File: src/rtl/pc_pkg.sv
`default_nettype none
// ============================================================================
// pc_pkg : next-PC select encodings and default PC/vector constants
// Revision: 1.0
// ============================================================================
package pc_pkg;

  typedef enum logic [1:0] {
    NPC_SEQ = 2'd0,
    NPC_BR  = 2'd1,
    NPC_JMP = 2'd2,
    NPC_JR  = 2'd3
  } npc_sel_e;

  localparam logic [31:0] DEF_RESET_PC = 32'h0000_0000;
  localparam logic [31:0] DEF_EXC_VEC  = 32'h0000_0080;

endpackage
`default_nettype wire

File: src/rtl/pc_next_unit_if.sv
`default_nettype none
// ============================================================================
// pc_next_unit_if : control/operand inputs and PC outputs of the PC stage
// Revision: 1.0
// ============================================================================
interface pc_next_unit_if #(
  parameter int W = 32
);
  import pc_pkg::*;

  logic           stall;
  npc_sel_e       npc_sel;
  logic           br_taken;
  logic [15:0]    imm16;
  logic [W-7:0]   target;
  logic [W-1:0]   rs_val;
  logic           link;
  logic           ret;
  logic [W-1:0]   pc;
  logic [W-1:0]   pc_plus4;
  logic           ras_miss;
  logic           misalign;

  modport master (
    output stall, npc_sel, br_taken, imm16, target, rs_val, link, ret,
    input  pc, pc_plus4, ras_miss, misalign
  );

  modport slave (
    input  stall, npc_sel, br_taken, imm16, target, rs_val, link, ret,
    output pc, pc_plus4, ras_miss, misalign
  );
endinterface
`default_nettype wire

File: src/rtl/pc_ras.sv
`default_nettype none
// ============================================================================
// pc_ras : circular return-address stack with saturating count; flags a
//          popped return whose target disagrees with the stacked address.
// Revision: 1.0
// ============================================================================
module pc_ras #(
  parameter int W         = 32,
  parameter int RAS_DEPTH = 4
) (
  input  logic         clk,
  input  logic         rst_n,
  input  logic         push,
  input  logic         pop,
  input  logic [W-1:0] push_data,
  input  logic [W-1:0] cmp_data,
  output logic         miss
);
  localparam int PTR_W = $clog2(RAS_DEPTH);
  localparam int CNT_W = PTR_W + 1;
  localparam logic [CNT_W-1:0] CNT_FULL = CNT_W'(RAS_DEPTH);

  logic [W-1:0]     mem_q [RAS_DEPTH];
  logic [W-1:0]     mem_d [RAS_DEPTH];
  logic [PTR_W-1:0] top_q, top_d;
  logic [CNT_W-1:0] cnt_q, cnt_d;
  logic             miss_q, miss_d;

  always_comb begin
    mem_d  = mem_q;
    top_d  = top_q;
    cnt_d  = cnt_q;
    miss_d = pop && ((cnt_q == '0) || (mem_q[top_q] != cmp_data));
    if (push && pop) begin
      // Call-through-return: old top is checked, then replaced in place.
      mem_d[top_q] = push_data;
      if (cnt_q == '0) cnt_d = CNT_W'(1);
    end else if (push) begin
      top_d        = top_q + PTR_W'(1);
      mem_d[top_d] = push_data;
      if (cnt_q != CNT_FULL) cnt_d = cnt_q + CNT_W'(1);
    end else if (pop && (cnt_q != '0)) begin
      top_d = top_q - PTR_W'(1);
      cnt_d = cnt_q - CNT_W'(1);
    end
  end

  always_ff @(posedge clk or negedge rst_n) begin
    if (!rst_n) begin
      top_q  <= '0;
      cnt_q  <= '0;
      miss_q <= 1'b0;
    end else begin
      top_q  <= top_d;
      cnt_q  <= cnt_d;
      miss_q <= miss_d;
    end
  end

  // Entry contents carry no reset value; count gates their validity.
  always_ff @(posedge clk) begin
    mem_q <= mem_d;
  end

  assign miss = miss_q;

endmodule
`default_nettype wire

File: src/rtl/pc_next_unit.sv
`default_nettype none
// ============================================================================
// pc_next_unit : PC register and next-PC selection (seq/branch/jump/jr) with
//                return-address checking and misaligned-JR trapping.
// Revision: 1.0
// ============================================================================
module pc_next_unit
  import pc_pkg::*;
#(
  parameter int           W         = 32,
  parameter logic [W-1:0] RESET_PC  = W'(DEF_RESET_PC),
  parameter logic [W-1:0] EXC_VEC   = W'(DEF_EXC_VEC),
  parameter int           RAS_DEPTH = 4
) (
  input  logic            clk,
  input  logic            rst_n,
  pc_next_unit_if.slave   bus
);
  logic [W-1:0] pc_q, pc_d;
  logic [W-1:0] pc_plus4;
  logic [W-1:0] br_offset;
  logic [W-1:0] br_target;
  logic [W-1:0] jmp_target;
  logic [W-1:0] next_pc;
  logic         jr_misaligned;
  logic         misalign_q, misalign_d;
  logic         ras_push;
  logic         ras_pop;

  assign pc_plus4      = pc_q + W'(4);
  assign br_offset     = W'($signed(bus.imm16)) << 2;
  assign br_target     = pc_plus4 + br_offset;
  assign jmp_target    = {pc_plus4[W-1:W-4], bus.target, 2'b00};
  assign jr_misaligned = (bus.rs_val[1:0] != 2'b00);

  always_comb begin
    next_pc = pc_plus4;
    case (bus.npc_sel)
      NPC_SEQ: next_pc = pc_plus4;
      NPC_BR:  next_pc = bus.br_taken ? br_target : pc_plus4;
      NPC_JMP: next_pc = jmp_target;
      NPC_JR:  next_pc = jr_misaligned ? EXC_VEC : bus.rs_val;
      default: next_pc = pc_plus4;
    endcase
  end

  always_comb begin
    pc_d       = bus.stall ? pc_q : next_pc;
    misalign_d = !bus.stall && (bus.npc_sel == NPC_JR) && jr_misaligned;
    ras_push   = !bus.stall && bus.link &&
                 ((bus.npc_sel == NPC_JMP) || (bus.npc_sel == NPC_JR));
    ras_pop    = !bus.stall && bus.ret && (bus.npc_sel == NPC_JR);
  end

  always_ff @(posedge clk or negedge rst_n) begin
    if (!rst_n) begin
      pc_q       <= RESET_PC;
      misalign_q <= 1'b0;
    end else begin
      pc_q       <= pc_d;
      misalign_q <= misalign_d;
    end
  end

  // The RAS only checks predictions; the architectural target stays rs_val.
  pc_ras #(
    .W         (W),
    .RAS_DEPTH (RAS_DEPTH)
  ) u_ras (
    .clk       (clk),
    .rst_n     (rst_n),
    .push      (ras_push),
    .pop       (ras_pop),
    .push_data (pc_plus4),
    .cmp_data  (bus.rs_val),
    .miss      (bus.ras_miss)
  );

  assign bus.pc       = pc_q;
  assign bus.pc_plus4 = pc_plus4;
  assign bus.misalign = misalign_q;

endmodule
`default_nettype wire

File: src/flat_wrapper.sv
// flat-port wrapper written by rule: the top's interface ports become plain ports
module pc_next_unit_flat import pc_pkg::*;
#(
  parameter int           W         = 32,
  parameter logic [W-1:0] RESET_PC  = W'(DEF_RESET_PC),
  parameter logic [W-1:0] EXC_VEC   = W'(DEF_EXC_VEC),
  parameter int           RAS_DEPTH = 4
)
  (clk, rst_n, bus_stall, bus_npc_sel, bus_br_taken, bus_imm16, bus_target, bus_rs_val, bus_link, bus_ret, bus_pc, bus_pc_plus4, bus_ras_miss, bus_misalign);
  pc_next_unit_if #(.W(W)) bus_i ();
  input  logic clk;
  input  logic rst_n;
  input wire logic [$bits(bus_i.stall)-1:0] bus_stall;
  input wire logic [$bits(bus_i.npc_sel)-1:0] bus_npc_sel;
  input wire logic [$bits(bus_i.br_taken)-1:0] bus_br_taken;
  input wire logic [$bits(bus_i.imm16)-1:0] bus_imm16;
  input wire logic [$bits(bus_i.target)-1:0] bus_target;
  input wire logic [$bits(bus_i.rs_val)-1:0] bus_rs_val;
  input wire logic [$bits(bus_i.link)-1:0] bus_link;
  input wire logic [$bits(bus_i.ret)-1:0] bus_ret;
  output wire logic [$bits(bus_i.pc)-1:0] bus_pc;
  output wire logic [$bits(bus_i.pc_plus4)-1:0] bus_pc_plus4;
  output wire logic [$bits(bus_i.ras_miss)-1:0] bus_ras_miss;
  output wire logic [$bits(bus_i.misalign)-1:0] bus_misalign;
  assign bus_i.stall = bus_stall;
  assign bus_i.npc_sel = bus_npc_sel;
  assign bus_i.br_taken = bus_br_taken;
  assign bus_i.imm16 = bus_imm16;
  assign bus_i.target = bus_target;
  assign bus_i.rs_val = bus_rs_val;
  assign bus_i.link = bus_link;
  assign bus_i.ret = bus_ret;
  assign bus_pc = bus_i.pc;
  assign bus_pc_plus4 = bus_i.pc_plus4;
  assign bus_ras_miss = bus_i.ras_miss;
  assign bus_misalign = bus_i.misalign;
  pc_next_unit #(.W(W), .RESET_PC(RESET_PC), .EXC_VEC(EXC_VEC), .RAS_DEPTH(RAS_DEPTH)) u_core (.clk(clk), .rst_n(rst_n), .bus(bus_i));
endmodule
File: config.mk
export PLATFORM = sky130hd
export DESIGN_NAME = pc_next_unit_flat
export DESIGN_NICKNAME = d
export VERILOG_FILES = /design/src/rtl/pc_pkg.sv /design/src/rtl/pc_next_unit_if.sv /design/src/rtl/pc_ras.sv /design/src/rtl/pc_next_unit.sv /design/src/flat_wrapper.sv
export SDC_FILE = /design/constraint.sdc
export NUM_CORES = 1
export LEC_CHECK = 0
export ABC_CLOCK_PERIOD_IN_PS = 5410
export CAP_MARGIN = 20
export CORE_UTILIZATION = 38
export CTS_CLUSTER_DIAMETER = 200
export DETAILED_ROUTE_END_ITERATION = 12
export PLACE_DENSITY = 0.7
export SLEW_MARGIN = 20
export SYNTH_ARGS = -nofsm -noshare
export SYNTH_HDL_FRONTEND = slang
export SYNTH_SLANG_ARGS = --single-unit
File: constraint.sdc
create_clock -name clk -period 5.41 [get_ports clk]
set_input_delay 1.082 -clock clk [delete_from_list [all_inputs] [get_ports clk]]
set_output_delay 1.082 -clock clk [all_outputs]
set_load 0.03 [all_outputs]
==> results of run 1 <==
[cell usage after synthesis (5+ instances only)]
cell type / count / share of area
o21a_1: 5 / 0.0037
inv_1: 57 / 0.021
nor3_1: 9 / 0.0044
nor4_1: 10 / 0.0061
mux2i_1: 5 / 0.0049
nand2b_1: 5 / 0.0031
edfxtp_1: 128 / 0.38
nor2b_1: 15 / 0.0092
nand2_1: 42 / 0.015
a221o_1: 5 / 0.0049
dfrtp_1: 39 / 0.096
a21oi_1: 67 / 0.033
and2_1: 6 / 0.0037
and3_1: 7 / 0.0043
o221ai_1: 5 / 0.0043
a21o_1: 17 / 0.013
xor2_1: 29 / 0.025
clkbuf_1: 39 / 0.014
nand4_1: 10 / 0.0061
nor2_1: 173 / 0.064
o21ai_0: 44 / 0.022
ha_1: 39 / 0.048
a221oi_1: 13 / 0.011
xnor2_1: 56 / 0.048
mux4_2: 32 / 0.071
a22oi_1: 5 / 0.0037
o22ai_1: 5 / 0.0031
nand3_1: 25 / 0.012
[final cells by class]
type / count / area, sq um
Fill cell: 2345 / 13600
Multi-Input combinational cell: 698 / 4970
Sequential cell: 167 / 4820
Timing Repair Buffer: 167 / 1630
Clock buffer: 21 / 440
Tap cell: 335 / 419
Inverter: 57 / 214
Clock inverter: 11 / 86.3
[sequential cells by signal (all words and copies together) (netlist names)]
| signal | count |
|---|---|
| u_core.u_ras.mem_q | 128 |
| u_core.bus.pc | 32 |
| u_core.u_ras.cnt_q | 3 |
| u_core.u_ras.top_q | 2 |
| u_core.bus.misalign | 1 |
| u_core.u_ras.miss | 1 |
[worst reg2reg max path, delay by kind of cell (launching register included)]
kind,cells,cell delay [ps]
simple gates,4,1250
flops,1,530
buf+inv,1,130
compound gates,8,1830
fa+ha+maj,2,660
xor+xnor,1,470
[metrics by stage]
step	setup slack [ps]	cells	hold WS (ps)
2_1_floorplan	1040	970	501
3_3_place_gp	852	1424	544
3_5_place_dp	619	1424	566
4_1_cts	583	1456	573
5_1_grt	118	1456	605
6_report	455	1456	575
[power by group through the flow]
stage	logic (mW)	clock network, mW	registers (mW)
2_1_floorplan	1.43	0	1.74
3_3_place_gp	2.16	0	1.73
3_5_place_dp	2.17	0	1.74
4_1_cts	2.19	1.12	1.71
5_1_grt	2.37	1.16	1.73
6_report	2.20	1.11	1.71
[kinds of logic after synthesis]
| logic type | count (synthesis) | share of synthesized area |
|---|---|---|
| AO/OA/AOI/OAI | 216 | 0.142 |
| XOR/XNOR | 85 | 0.0731 |
| flip-flops | 167 | 0.473 |
| adder cells (fa/ha/maj) | 41 | 0.0518 |
| multiplexers | 41 | 0.0800 |
| AND/OR/NAND/NOR | 315 | 0.139 |
| buffers and inverters | 105 | 0.0419 |
[final timing paths]
path                                                endpoint  slack (ps)  cells after the start                               from
setup / recovery               u_core.bus.pc[31]$_DFFE_PN0N_         460                     16       u_core.bus.pc[2]$_DFFE_PN0N_
hold / removal             u_core.u_ras.cnt_q[0]$_DFFE_PN0P_         570                      1  u_core.u_ras.cnt_q[0]$_DFFE_PN0P_
setup reg to reg               u_core.bus.pc[31]$_DFFE_PN0N_         460                     16       u_core.bus.pc[2]$_DFFE_PN0N_
hold reg to reg            u_core.u_ras.cnt_q[0]$_DFFE_PN0P_         570                      1  u_core.u_ras.cnt_q[0]$_DFFE_PN0P_
max in group asynchronous  u_core.u_ras.top_q[0]$_DFFE_PN0P_        4330                      1                              rst_n
min in group asynchronous        u_core.u_ras.miss$_DFF_PN0_         660                      1                              rst_n
[metal layers]
layer	wire length [um]	global-route usage	vias to the layer above
li1	-	-	3813
met3	2630	0.0405	40
met1	13200	0.312	4060
met5	0	0	-
met2	14800	0.370	413
met4	592	0.0780	0
==> impl_metrics.toml, run 1 <==
[clock_network]
cts_sinks = 167
numCtsBuffers = 17
cts_tree = "yes"
clkTransAtPathRegs_ps = 60
htree_levels = 4
cts-root-buf = "clkbuf_16"
cts_resized = 0
hold_buffers = 0
clock_latency_ps = 430
clockBufferDepth = 2
postCtsSetupBuffers = 0

[critical_path]
cp.buffers_inverters = 1
critPathMaxFanout = 11
critPathTopFamily = "compound AO/OA/AOI/OAI gates"
criticalPathCategory = "flip-flop to flip-flop"
crit_path_frequent_cell = "ha_1"
worst_path_largest_cell_delay_ps = 650
start_kind = "flip-flop"
cp_slowest_cell = "nor4_1"
cp_cell_sequence = "ha_1, nand4_1, nor4_1, nand3_1, xnor2_1, inv_1, ha_1, a21oi_1, o311ai_0, o22ai_1, o221ai_1, a31o_2, a211o_1, a21o_1, and4_1, o31ai_1"
worstPathArrival_ps = 5290
endpoint_kind = "flip-flop"
worstPathRequired_ps = 5750

[placement]
io_buffers = 147
place_congestion = 0.943
postPlaceCellArea_sq_um = 12100
hpwlAfterDp_mm = 22.3

[power]
clkPwrFrac = 0.221
leakage_nw = 4.79
p_sw_frac = 0.385
switchingPower_mw = 1.93
total_power_mw = 5.02
p_int_mw = 3.09
vdd.ir_drop.worst_uv = 243
p_per_area_nw_per_um2 = 399
seqPwrFrac = 0.341
p_comb_frac = 0.438

[die]
die_area_sq_um = 27500
rows = 59
die_w_um = 166
io_pins = 148
core_sq_um = 26200
fp.dieH_um = 166
start_util = 0.389

[detailed_routing]
drt_iter0_markers = 893
wirelength_mm = 31.2
vias = 8326
via_per_inst = 5.72
wire_per_inst_um = 21.4
firstDrtPassIters = 9
route.detailed.drc = 4
drtAntennaViolNets = 0

[cells_and_area]
fin_area_sq_um = 12600
layout-drive-gt1-share = 0.0937
mostFrequentLayoutCells = "nor2_1, clkdlybuf4s50_1, edfxtp_1"
area_delta_synth_final_pct = 23.4
layout.nets = 1231
fin_util = 0.480
insertedDiodeCount = 0
final_common_cell = "nor2_1"

[global_route]
antenna_found_initial = 0
grt_pass1_vias = 8293
grt_remaining_overflow = 0
grt_max_degree = 47
grt_usage = 0.229
grt_pass1_wl_mm = 47.7

[timing]
tns_ps = 0
timing.fmax_mhz = 202
fin_crit_sh = 0.916
relSlewSlack = 0.439
hold_violations = 0
tightest_slew_ps = 838
finClkSkew_ps = 8.27
rsz0062_at_grt = "no"
min_period_ps = 4950
final_max_slew_viol_count = 0
setup_violations = 0

[synth]
synth_warnings = 0
synth_cells = 970
async_reset_ff_frac = 0.234
synthesis.nets = 1093
synth_cell_type_count = 68
synth_edf_count = 128
synthFlopType = "edfxtp_1"
ys_seq_area_frac = 0.473
ys_seq_elements = 167
netlist_area_sq_um = 10200
syn-mean-instance-area_sq_um = 10.5

[status]
status = "finished, violations left"
violations = "design-rule violations"

[flow_run]
drv_cap = 0

[min_path]
hold_class = "flip-flop to flip-flop"
No activity file was read; power rests on OpenSTA's default activity.
==> inputs of run 2 (changes only) <==
Settings changed: ABC_CLOCK_PERIOD_IN_PS 5410 to 6100.
Clock period 5.41 ns to 6.1 ns, I/O delays scaled along.
==> run 2 against run 1 <==
  * The flow still finishes with violations (design-rule violations)
  * Register-to-register slack better by 810 ps
  * Highest routed layer unchanged
  * Largest power group unchanged
  * Combinational power fell by 12%
  * Hold slack got worse by 15 ps
  * Via count is 0.20% higher
  * Clock skew about the same
  * Critical path type unchanged
  * Power decreased by 8.4%
  * Critical path depth unchanged
  * Core utilization grew 0.23 points
==> impl_metrics.toml, run 2 (same netlist as run 1, synthesis figures left out) <==
[timing]
setup_violations = 0
tightest_slew_ps = 856
timing.fmax_mhz = 207
hold_slack_ps = 560
relSlewSlack = 0.427
finClkSkew_ps = 8.75
min_period_ps = 4840
hold_violations = 0
tns_ps = 0
final_max_slew_viol_count = 0
fin_crit_sh = 0.793
setup_ws_ps = 1260
rsz0062_at_grt = "no"

[detailed_routing]
firstDrtPassIters = 9
wire_per_inst_um = 21.3
via_per_inst = 5.74
drtAntennaViolNets = 0
vias = 8343
wirelength_mm = 31.0
drt_iter0_markers = 897
route.detailed.drc = 5

[clock_network]
cts_tree = "yes"
clock_latency_ps = 430
postCtsSetupBuffers = 0
hold_buffers = 0
cts-root-buf = "clkbuf_16"
cts_sinks = 167
cts_resized = 0
numCtsBuffers = 17
clkTransAtPathRegs_ps = 60
clockBufferDepth = 2
htree_levels = 4

[cells_and_area]
area_delta_synth_final_pct = 24.1
layout-drive-gt1-share = 0.0921
fin_util = 0.482
mostFrequentLayoutCells = "nor2_1, clkdlybuf4s50_1, edfxtp_1"
layout.nets = 1228
final_common_cell = "nor2_1"
largest_reg_flops = 128
insertedDiodeCount = 0
regMostFlops = "u_core.u_ras.mem_q"

[global_route]
antenna_found_initial = 0
grt_pass1_vias = 8009
grt_usage = 0.225
grt_max_degree = 47
grt_pass1_wl_mm = 46.8
grt_remaining_overflow = 0

[critical_path]
critPathMaxFanout = 11
criticalPathCategory = "flip-flop to flip-flop"
endpoint_kind = "flip-flop"
worstPathRequired_ps = 6440
start_kind = "flip-flop"
worstPathArrival_ps = 5180
reg2reg_slack_ps = 1260
reg2regPathDepth = 16

[die]
die_area_sq_um = 27500
start_util = 0.389
io_pins = 148
fp.dieH_um = 166
rows = 59
die_w_um = 166
core_sq_um = 26200

[min_path]
worstHoldPathCells = 1
hold_class = "flip-flop to flip-flop"

[status]
violations = "design-rule violations"
status = "finished, violations left"

[placement]
place_congestion = 0.870
pre_cts_slack_ps = 1380
hpwlAfterDp_mm = 22.3
io_buffers = 147

[power]
p_per_area_nw_per_um2 = 364
leakage_nw = 4.82
total_power_mw = 4.60
vdd.ir_drop.worst_uv = 224

[flow_run]
drv_cap = 0
## run 2: per-stage QoR
step / area, sq um / instances
2_1_floorplan: 10200 / 970
3_3_place_gp: 12000 / 1421
3_5_place_dp: 12000 / 1421
4_1_cts: 12600 / 1453
5_1_grt: 12600 / 1453
6_report: 12600 / 1453
## run 2: cell type report
class / instances / area, sq um
inverters: 57 / 214
multi-input cells: 698 / 4970
well taps: 335 / 419
clock inverters: 10 / 149
repair buffers: 164 / 1590
fillers: 2368 / 13600
flip-flops and latches: 167 / 4820
clock buffers: 22 / 474
## run 2: path summary, 6_finish.rpt
path | endpoint | from
hold reg to reg | u_core.u_ras.cnt_q[0]$_DFFE_PN0P_ | u_core.u_ras.cnt_q[0]$_DFFE_PN0P_
min in group asynchronous | u_core.u_ras.miss$_DFF_PN0_ | rst_n
setup / recovery | u_core.bus.pc[31]$_DFFE_PN0N_ | u_core.bus.pc[2]$_DFFE_PN0N_
hold / removal | u_core.u_ras.cnt_q[0]$_DFFE_PN0P_ | u_core.u_ras.cnt_q[0]$_DFFE_PN0P_
max in group asynchronous | u_core.bus.pc[20]$_DFFE_PN0N_ | rst_n
setup reg to reg | u_core.bus.pc[31]$_DFFE_PN0N_ | u_core.bus.pc[2]$_DFFE_PN0N_
## run 2: report_power, final
group / total [mW] / leakage, nW / switching, mW / internal (mW)
clock network: 1.14 / 0.303 / 0.430 / 0.713
logic: 1.94 / 2.82 / 1.15 / 0.788
registers: 1.52 / 1.70 / 0.128 / 1.39
## run 2: metal layers
layer	wire (um)	vias to the layer above	global-route usage
li1	-	3802	-
met1	13300	4059	0.314
met2	14300	438	0.355
met3	2790	44	0.0458
met4	694	0	0.0654
met5	0	-	0
## run 2: critical path, stage by stage (launching register included)
cell and delay (ps):
dfrtp_1 530, ha_1 270, nand4_1 230, nor4_1 700
nand3_1 170, xnor2_1 440, inv_1 120, ha_1 380
a21oi_1 290, o311ai_0 200, o22ai_1 220, o221ai_1 130
a31o_2 270, a211o_1 270, a21o_1 170, and4_1 190
o31ai_1 170
==> inputs of run 3 (changes only) <==
Settings changed: ABC_CLOCK_PERIOD_IN_PS 6100 to 4300, PLACE_DENSITY 0.7 to 0.72.
Clock period 6.1 ns to 4.3 ns, I/O delays scaled along.
==> run 3 against run 2 <==
  * The run still ends with design-rule violations left
  * Setup slack got worse by 1100 ps
  * Cell count increased by 2.4%
  * Sequential cell count is the same
  * Global-route usage is 0.16 points higher
  * Combinational power rose by 43%
  * Count of clock-buffer cells in the layout decreased by 3
  * Largest cell class unchanged
==> impl_metrics.toml, run 3 (same netlist as run 1, synthesis figures left out) <==
[cells_and_area]
insertedDiodeCount = 0
mostFrequentLayoutCells = "nor2_1, clkdlybuf4s50_1, edfxtp_1"
largest_reg_flops = 128
regMostFlops = "u_core.u_ras.mem_q"
area_delta_synth_final_pct = 26.9
final_common_cell = "nor2_1"
fin_util = 0.493
stdcell_count = 1488
fin_area_sq_um = 12900
layout-drive-gt1-share = 0.134
layout.nets = 1263

[clock_network]
clock_latency_ps = 430
hold_buffers = 0
htree_levels = 4
clkTransAtPathRegs_ps = 60
cts_sinks = 167
cts-root-buf = "clkbuf_16"
clockBufferDepth = 2
cts_tree = "yes"
numCtsBuffers = 17

[timing]
hold_slack_ps = 435
finClkSkew_ps = 8.36
setup_violations = 0
fin_crit_sh = 0.967
final_max_slew_viol_count = 0
rsz0062_at_grt = "yes"
setup_ws_ps = 141
tightest_slew_ps = 926
hold_violations = 0
relSlewSlack = 0.382
timing.fmax_mhz = 240
tns_ps = 0
min_period_ps = 4160

[critical_path]
criticalPathCategory = "flip-flop to output pin"
cp_slowest_cell = "clkdlybuf4s50_1"
worst_path_largest_cell_delay_ps = 630
start_kind = "flip-flop"
worstPathArrival_ps = 3300
critPathMaxFanout = 8
worstPathRequired_ps = 3440
cp_cell_sequence = "nand4_1, nor4_2, nor2b_4, and2_1, and3_1, xnor2_1, inv_1, clkdlybuf4s50_1"
endpoint_kind = "output pin"
reg2regPathDepth = 17

[detailed_routing]
drtAntennaViolNets = 0
wirelength_mm = 31.1
vias = 8503
route.detailed.drc = 8
firstDrtPassIters = 9
drt_iter0_markers = 928
via_per_inst = 5.71
wire_per_inst_um = 20.9

[global_route]
antenna_found_initial = 0
grt_pass1_vias = 8406
grt_max_degree = 47
grt_usage = 0.227
grt_pass1_wl_mm = 47.2
grt_remaining_overflow = 0

[placement]
postPlaceCellArea_sq_um = 12300
pre_cts_slack_ps = 211
placed_cells = 1455
io_buffers = 147
place_congestion = 0.944
hpwlAfterDp_mm = 22.5

[die]
die_w_um = 166
start_util = 0.389
io_pins = 148
fp.dieH_um = 166
rows = 59
die_area_sq_um = 27500
core_sq_um = 26200

[status]
status = "finished, violations left"
violations = "design-rule violations"

[power]
leakage_nw = 5.00
vdd.ir_drop.worst_uv = 246
total_power_mw = 6.41
p_per_area_nw_per_um2 = 496

[min_path]
hold_class = "input port to asynchronous set/reset pin"

[flow_run]
drv_cap = 0
==> run 3: power by group <==
part           internal, mW  switching [mW]  leakage [nW]
combinational          1.19            1.58          3.04
sequential             1.97           0.244          1.70
clock                 0.838           0.597         0.262
total                  3.99            2.42          5.00
==> run 3: area by class of cell <==
cell class / count / area [sq um]
clock buffer: 19 / 433
timing repair buffer: 199 / 1860
tap: 335 / 419
fill: 2298 / 13300
clock inverter: 13 / 113
multi-input combinational: 698 / 5070
inverter: 57 / 214
sequential: 167 / 4820
==> run 3: final timing paths <==
path | from | slack, ps | endpoint
max in group asynchronous | rst_n | 3400 | u_core.u_ras.top_q[1]$_DFFE_PN0P_
worst max-delay path | u_core.bus.pc[12]$_DFFE_PN0N_ | 140 | bus_pc_plus4[30]
worst max register to register | u_core.bus.pc[3]$_DFFE_PN0N_ | 240 | u_core.bus.pc[28]$_DFFE_PN0N_
worst min register to register | u_core.u_ras.cnt_q[0]$_DFFE_PN0P_ | 540 | u_core.u_ras.cnt_q[0]$_DFFE_PN0P_
worst min-delay path | rst_n | 440 | u_core.u_ras.miss$_DFF_PN0_
min in group clk | u_core.u_ras.cnt_q[0]$_DFFE_PN0P_ | 540 | u_core.u_ras.cnt_q[0]$_DFFE_PN0P_
==> run 3: timing repair <==
item / CTS / global route
pin swaps: 0 / 1
buffers inserted: 0 / 1
gates resized for setup: 1 / 18
setup endpoints to repair: 1 / 12
==> run 3: routing by layer <==
layer  vias to the layer above  global-route usage  wire length [um]
met5                         -                   0                 0
met2                       437               0.361             14500
met4                         0              0.0833               844
met1                      4136               0.308             13100
li1                       3872                   -                 -
met3                        58              0.0446              2690
==> run 3: critical path, delay by kind of cell (launching register included) <==
family	cells	cell delay [ps]
DFF	1	490
and+or+nand+nor	5	1260
buffers and inverters	2	800
xor gates and xnor gates	1	310
